`config.mk`:
```
export PLATFORM = sky130hd
export DESIGN_NAME = ddr3_arb_cmd_gen
export DESIGN_NICKNAME = d
export VERILOG_FILES = /design/src/rtl/ddr3_arb_pkg.sv /design/src/rtl/ddr3_arb_cmd_gen.sv
export SDC_FILE = /design/constraint.sdc
export NUM_CORES = 1
export LEC_CHECK = 0
export CAP_MARGIN = 20
export CELL_PAD_IN_SITES_DETAIL_PLACEMENT = 1
export CELL_PAD_IN_SITES_GLOBAL_PLACEMENT = 1
export CORE_ASPECT_RATIO = 0.75
export CORE_MARGIN = 2
export CORE_UTILIZATION = 35
export CTS_BUF_LIST = sky130_fd_sc_hd__clkbuf_2
export DETAILED_ROUTE_END_ITERATION = 12
export PLACE_DENSITY = 0.83
export REMOVE_ABC_BUFFERS = 1
export SETUP_SLACK_MARGIN = 0.15
export SYNTH_ARGS = -nofsm -noshare
export SYNTH_HDL_FRONTEND = slang
export SYNTH_SLANG_ARGS = --single-unit
```
`constraint.sdc`:
```
create_clock -name i_clk -period 4.65 [get_ports i_clk]
set_clock_uncertainty 0.2 [all_clocks]
set_input_delay 0.93 -clock i_clk [delete_from_list [all_inputs] [get_ports i_clk]]
set_output_delay 0.93 -clock i_clk [all_outputs]
set_load 0.05 [all_outputs]
```
`src/rtl/ddr3_arb_pkg.sv`:
```
// Shared types and constants for the DDR3 arbiter command generator.
// State encoding, burst size and MIG command codes.
package ddr3_arb_pkg;

    typedef enum logic [1:0] {
        ST_IDLE = 2'd0,
        ST_CMD  = 2'd1,
        ST_DONE = 2'd2
    } state_e;

    localparam int BURST_WORDS = 16;
    localparam int CNT_W       = 9;
    localparam int HOLD_W      = 4;

    localparam logic [2:0] CMD_RD = 3'b001;
    localparam logic [2:0] CMD_WR = 3'b000;

endpackage

```
`src/rtl/ddr3_arb_cmd_gen.sv`:
```
// Turns one arbitration winner into a run of 16-word MIG commands,
// then masks the stale request with a short holdoff window.
module ddr3_arb_cmd_gen
    import ddr3_arb_pkg::*;
#(
    parameter int HOLDOFF = 4
) (
    input  logic        i_clk,
    input  logic        i_rst_n,
    input  logic        i_soft_rst,
    input  logic        i_ch_req,
    input  logic [4:0]  i_ch_num,
    input  logic        i_ch_rd_wrn,
    input  logic [26:0] i_ch_start_addr,
    input  logic [11:0] i_ch_length,
    output logic        o_grant,
    output logic [4:0]  o_grant_num,
    output logic        o_busy,
    output logic        o_app_en,
    output logic [2:0]  o_app_cmd,
    output logic [26:0] o_app_addr,
    input  logic        i_app_rdy,
    output logic        o_done,
    output logic [4:0]  o_done_num
);

    state_e              state_q, state_d;
    logic [4:0]          num_q;
    logic                rd_wrn_q;
    logic [26:0]         addr_q;
    logic [CNT_W-1:0]    cnt_q;
    logic [HOLD_W-1:0]   hold_q;
    logic                grant_q;
    logic                zl_done_q;

    logic                clr;
    logic                accept;
    logic                zero_len;
    logic                cmd_fire;
    logic                last_cmd;
    logic [12:0]         len_ceil;
    logic                unused_bits;

    assign clr      = !i_rst_n || i_soft_rst;
    assign accept   = (state_q == ST_IDLE) && i_ch_req && (hold_q == '0);
    assign zero_len = (i_ch_length == '0);
    assign cmd_fire = (state_q == ST_CMD) && i_app_rdy;
    assign last_cmd = (cnt_q == CNT_W'(1));
    assign len_ceil = {1'b0, i_ch_length} + 13'(BURST_WORDS - 1);

    assign unused_bits = ^{i_ch_start_addr[3:0], len_ceil[3:0]};

    always_ff @(posedge i_clk) begin
        if (clr) state_q <= ST_IDLE;
        else     state_q <= state_d;
    end

    always_comb begin
        state_d = state_q;
        unique case (state_q)
            ST_IDLE: if (accept && !zero_len) state_d = ST_CMD;
            ST_CMD:  if (cmd_fire && last_cmd) state_d = ST_DONE;
            ST_DONE: state_d = ST_IDLE;
            default: state_d = ST_IDLE;
        endcase
    end

    always_comb begin
        o_busy      = (state_q != ST_IDLE);
        o_app_en    = (state_q == ST_CMD);
        o_app_cmd   = rd_wrn_q ? CMD_RD : CMD_WR;
        o_app_addr  = addr_q;
        o_grant     = grant_q;
        o_grant_num = num_q;
        o_done      = (state_q == ST_DONE) || zl_done_q;
        o_done_num  = num_q;
    end

    always_ff @(posedge i_clk) begin
        if (clr) begin
            num_q     <= '0;
            rd_wrn_q  <= 1'b0;
            addr_q    <= '0;
            cnt_q     <= '0;
            hold_q    <= '0;
            grant_q   <= 1'b0;
            zl_done_q <= 1'b0;
        end else begin
            grant_q   <= accept;
            zl_done_q <= accept && zero_len;
            if (hold_q != '0) hold_q <= hold_q - 1'b1;
            if (accept) begin
                num_q    <= i_ch_num;
                rd_wrn_q <= i_ch_rd_wrn;
                addr_q   <= {i_ch_start_addr[26:4], 4'b0000};
                cnt_q    <= len_ceil[12:4];
                // A zero-length grant completes at once, so it arms holdoff itself
                if (zero_len) hold_q <= HOLD_W'(HOLDOFF);
            end
            if (cmd_fire) begin
                addr_q <= addr_q + 27'(BURST_WORDS);
                cnt_q  <= cnt_q - 1'b1;
            end
            if (state_q == ST_DONE) hold_q <= HOLD_W'(HOLDOFF);
        end
    end

endmodule

```
# After elaboration in Yosys (flattened, before gate mapping)
# Index checks and enable logic that the tools add are counted.
# W data, S select, Z words.
totals:
  ff_bits: 50
  in_bits: 50
  out_inout_bits: 44
  elab_cells: 48
classes:
  add_sub_neg: 4
  n_eq_ne: 5
  n_mux: 12
  reduce_logical: 18
ops:
  columns: ["op", "n"]
  rows:
  - ["$mux W27", 2]
  - ["$add A27 B5 Y27 const B", 1]
  - ["$mux W9", 2]
  - ["$add A12 B4 Y13 const B", 1]
  - ["$logic_not A12 Y1", 1]
  - ["$mux W4", 3]
  - ["$eq A9 B1 Y1 const B", 1]
  - ["$sub A9 B1 Y9 const B", 1]
  - ["$logic_and A1 B1 Y1", 6]
  - ["$logic_not A4 Y1", 1]
  - ["$mux W2", 2]
  - ["$ne A2 B1 Y1 const B", 2]
  - ["$pmux W2 S2", 1]
  - ["$reduce_bool A2 Y1", 2]
  - ["$reduce_bool A4 Y1", 1]
  - ["$sub A4 B1 Y4 const B", 1]
  - ["$mux W3", 1]
  - ["$eq A2 B1 Y1 const B", 1]
  - ["$eq A2 B2 Y1 const B", 1]
  - ["$logic_not A1 Y1", 2]
  - ["$logic_not A2 Y1", 1]
  - ["$logic_or A1 B1 Y1", 2]
  - ["$reduce_and A2 Y1", 1]
  - ["$reduce_or A2 Y1", 1]
  - ["$mux W1", 1]

# Longest topological paths before layout
depth:
  depth_word: 6
  depth_mapped: 8
  mapped_depth_nobuf: 6

# Worst setup path after synthesis
# Ideal clock, no wire load.
synth_timing:
  kind: "input-to-reg"
  from: "in i_ch_req"
  to: "reg addr_q[15], in the netlist o_app_addr[15]"
  setup_ps: 74
  arrival_time_ps: 2158
  required_ps: 4376
  path_slack_ps: 2218
  stages: 4
  path_buffers: 0
  path_cell_list: "nor3b_1 > a21oi_1 > or4_1 > a31oi_1"
synth_via:
  elab_chain_len: 3
synth_rtl:
  columns: ["item", "line_no", "text"]
  rows:
  - ["start: declaration", "ddr3_arb_cmd_gen.sv:11", "input logic i_ch_req,"]
  - ["$logic_and A1 B1 Y1 (2 in series)", "ddr3_arb_cmd_gen.sv:45", "assign accept = (state_q == ST_IDLE) && i_ch_req && (hold_q == '0);"]
  - ["$reduce_bool A2 Y1 (no source line)", null, null]
  - ["end signal: assignment", "ddr3_arb_cmd_gen.sv:95", "addr_q <= {i_ch_start_addr[26:4], 4'b0000};"]
  - ["end signal: assignment", "ddr3_arb_cmd_gen.sv:101", "addr_q <= addr_q + 27'(BURST_WORDS);"]
  - ["end: declaration", "ddr3_arb_cmd_gen.sv:30", "logic [26:0] addr_q;"]
# Every way passes these cells.
# A chain may end at the register's enable or synchronous reset.

# Final worst setup path
layout_timing:
  from: "reg state_q[0]"
  to: "out o_app_en"
layout_via:
  elab_chain_len: 1
layout_rtl:
  columns: ["item", "line_no", "text"]
  rows:
  - ["start: declaration", "ddr3_arb_cmd_gen.sv:27", "state_e state_q, state_d;"]
  - ["start signal: assignment", "ddr3_arb_cmd_gen.sv:55", "else state_q <= state_d;"]
  - ["$eq A2 B1 Y1", "ddr3_arb_cmd_gen.sv:70", "o_app_en = (state_q == ST_CMD);"]
  - ["end: declaration", "ddr3_arb_cmd_gen.sv:19", "output logic o_app_en,"]
# Every way passes these cells.

==> summary.md <==
| Metric | Value |
|---|---|
| Total internal power | `between 0.0006 and 0.0007 W` |
| Hold_sp | `rd_wrn_q` |
| Power per standard cell area | `262 nW/µm²` |
| Syn Area/Cell | `between 8 and 9 µm²` |
| Clk pwr share | `a little under a quarter` |
| Syn-to-layout area delta | `33.3%` |
| Clock buffer count from CTS | `5` |
| Largest net degree at the start of global routing | `27` |
| Max Fclk | `about 0.32 GHz` |
| R2R cell count | `7` |
| Root Driver | `clkbuf_2` |
| Row cnt | `27` |
| Psw | `approximately 0.00034 W` |
| DR iter-0 viols | `approximately 150` |
| Fin crit share | `67.1%` |
| Reg2Reg Capture Point | `o_app_addr[18]` |
| Input/output buffers | `83` |
| Post-Synth Simple-Gate Area | `about a third` |
| DR WL/cell | `17.2 µm` |
| Count of cell types in the netlist | `62` |
| Worst vdd ir | `roughly 0.14 mV` |
| Reg2reg start | `hold_q[0]` |
| Die height | `between 80 and 90 µm` |
| GRT overflow | `0` |
| Vias in the first global route | `between 2000 and 3000` |
| Largest family of logic cells by synthesized area | `simple AND/OR/NAND/NOR gates` |
| Status | `completed` |
| Most frequent cells in the layout | `clkdlybuf4s50_1 (83), nand2_1 (48), dfxtp_1 (46)` |
| Post-CTS setup buffers | `0` |
| Routability Congestion | `0.792` |
| Post-synth EDFFs | `0` |
| Synth warnings | `0` |
| Total number of vias | `2959` |
| Max_slew headroom | `~41%` |
| Synth async-reset ratio | `0%` |
| # fillers | `906` |
| Mux cell area share after synthesis | `1.19%` |
| Final setup viols | `0` |
| RSZ-0062 raised after global routing | `no` |
| Dpl hpwl | `approximately 6600 µm` |
| CP max FO | `7` |
| Worst slew pin tran | `slightly below 0.9 ns` |
| # diodes | `0` |
| Post-synthesis compound-gate area fraction | `about a quarter` |
| Synthesized area | `between 2000 and 3000 µm²` |
| Sink Count | `46` |
| Seq/Total Area, Yosys | `~34%` |
| #FFs+latches synth | `46` |
| Seq pwr share | `~46%` |
| Commonest non-fill, non-tap cell in the layout | `clkdlybuf4s50_1` |
| Post-Synthesis Cells | `339` |
| Initial antenna violation count | `0` |
| Total GRT Usage | `21.0%` |
| Sw Share | `between 30% and 40%` |
| Die ar. | `around 8500 µm²` |
| Core footprint | `about 7500 µm²` |
| DR pass1 iterations | `4` |
| Clock transition at the registers of the reported paths | `0.24 ns` |
| Worst setup path endpoint | `o_app_en` |
| XOR/XNOR share of the synthesized area | `1.60%` |
| Leak pwr | `between 1 and 1.5 nW` |
| Final worst slack | `1.53 ns` |
| DRC viols | `0` |
| Period minus WS final | `between 3 and 4 ns` |
| Final Max Slew Viols | `0` |
| Crit path launch type | `register` |
| Part of the power in combinational logic | `about 31%` |
| Main synth FF type | `dfxtp_1` |
| Clk Latency, worst-skew pair | `between 0.4 and 0.5 ns` |
| Fin nets | `464` |
| Clock buffer depth | `2` |
| Post-route ant nets | `0` |
| CTS tree | `built` |
| Setup Slack @ Placement | `between 1 and 1.5 ns` |
| IO Pins | `94` |
| Worst Path Arrival | `slightly below 2 ns` |
| Setup TNS | `0 ns` |
| Ratio of cells with drive above 1 in the final layout | `5.61%` |
| Max-cap violations | `0` |
| CTS resizes | `0` |
| CTS Hold Bufs | `0` |
| Final WL | `between 8000 and 9000 µm` |
| CP Capture Type | `output port` |
| Via/cell ratio | `about 5.8` |
| Hold Vio Cnt, Final | `0` |
| Crit Path Category | `register to output port` |
| Post-Synth Adder-Cell Area | `~1.8%` |
| Wire length of the first global-routing pass | `14400 µm` |
| Initial core utilization | `between 30% and 40%` |
| Req. time, crit path | `approximately 3.5 ns` |
| Flop2flop setup slack | `around 1.9 ns` |
| Hold Path Class | `register to register` |
| H-tree Lvls | `2` |
| DIE WIDTH | `roughly 110 µm` |
| Critical Path Source | `state_q[0]` |
state kept, by name, indices dropped and copies added, names as in the netlist:
register	cells
o_grant	1
o_app_addr	23
hold_q	4
o_done_num	5
state_q	2
cnt_q	9
zl_done_q	1
rd_wrn_q	1
area by class of cell:
class | count | area (µm²) | share of cell area (%)
multi-input cells | 262 | 1650 | 45.2
flip-flops and latches | 46 | 921 | 25.3
repair buffers | 87 | 861 | 23.6
well taps | 101 | 126 | 3.47
clock inverters | 2 | 33.8 | 0.927
inverters | 8 | 30.0 | 0.824
clock buffers | 5 | 25.0 | 0.687
Yosys cell counts, types with 3 or more instances:
cell	count	area, µm²
nand2_1	48	180
dfxtp_1	46	921
a31oi_1	23	144
nand2b_1	6	37.5
o21ai_0	12	60.1
buf_2	4	20.0
or4_1	6	45.0
nor4_1	8	50.1
nand4_1	8	50.1
a21oi_1	16	80.1
o31a_1	3	26.3
nor3_1	7	35.0
nor2_1	13	48.8
ha_1	4	50.1
nand3_1	13	65.1
or3_1	8	50.1
buf_4	12	90.1
a2bb2oi_1	4	35.0
o211ai_1	8	60.1
or2_2	3	18.8
clkbuf_1	11	41.3
a211oi_1	4	30.0
inv_1	8	30.0
and3_1	8	50.1
o311ai_0	5	43.8
xnor2_1	5	43.8
cell families (layout without fill, tap and decap cells):
group                    Yosys count  in the layout
buffers and inverters             36            102
XOR/XNOR                           5              5
AO/OA/AOI/OAI                     92             92
AND/OR/NAND/NOR                  152            152
flip-flops                        46             46
multiplexers                       3              3
adder cells (fa/ha/maj)            4              4
other                              1              6
per-layer routing:
layer  GRT usage [%]  share of wire, %  up-vias
li1                -                 -     1415
met2            32.6                45       69
met1            30.3                50     1465
met4            3.95              0.72        0
met3            3.98               4.1       10
met5               0                 0        -
metrics by stage:
stage	util, %	area, µm²	hold WS (ns)	std cells	power [W]
final	48.8	3640	0.280	511	0.000954
after global placement	48.0	3580	0.245	504	0.000731
after detailed placement	48.0	3580	0.258	504	0.000739
after floorplan	-	2600	0.277	316	0.000616
after global routing	48.8	3640	0.316	511	0.00100
after CTS	48.8	3640	0.287	511	0.000957
worst max-delay path, cell delays in order (launching register included):
cell             delay, ns
dfxtp_1               0.49
nor2b_1               0.24
clkdlybuf4s50_1       0.83
how the worst min path moves through the flow:
stage | endpoint | slack, ns | cells after the start
2_1_floorplan | cnt_q[4] | 0.28 | 2
3_3_place_gp | rd_wrn_q | 0.25 | 2
3_5_place_dp | rd_wrn_q | 0.26 | 2
4_1_cts | rd_wrn_q | 0.29 | 2
5_1_grt | o_done_num[3] | 0.32 | 2
6_report | rd_wrn_q | 0.28 | 2
power by group through the flow:
stage / logic [W] / registers (W) / clock network, W
after detailed placement: 0.000292 / 0.000448 / 0
after global routing: 0.000317 / 0.000445 / 0.000241
after CTS: 0.000293 / 0.000440 / 0.000224
after global placement: 0.000285 / 0.000446 / 0
final: 0.000294 / 0.000441 / 0.000219
after floorplan: 0.000128 / 0.000488 / 0
No activity file was read; power rests on OpenSTA's default activity.
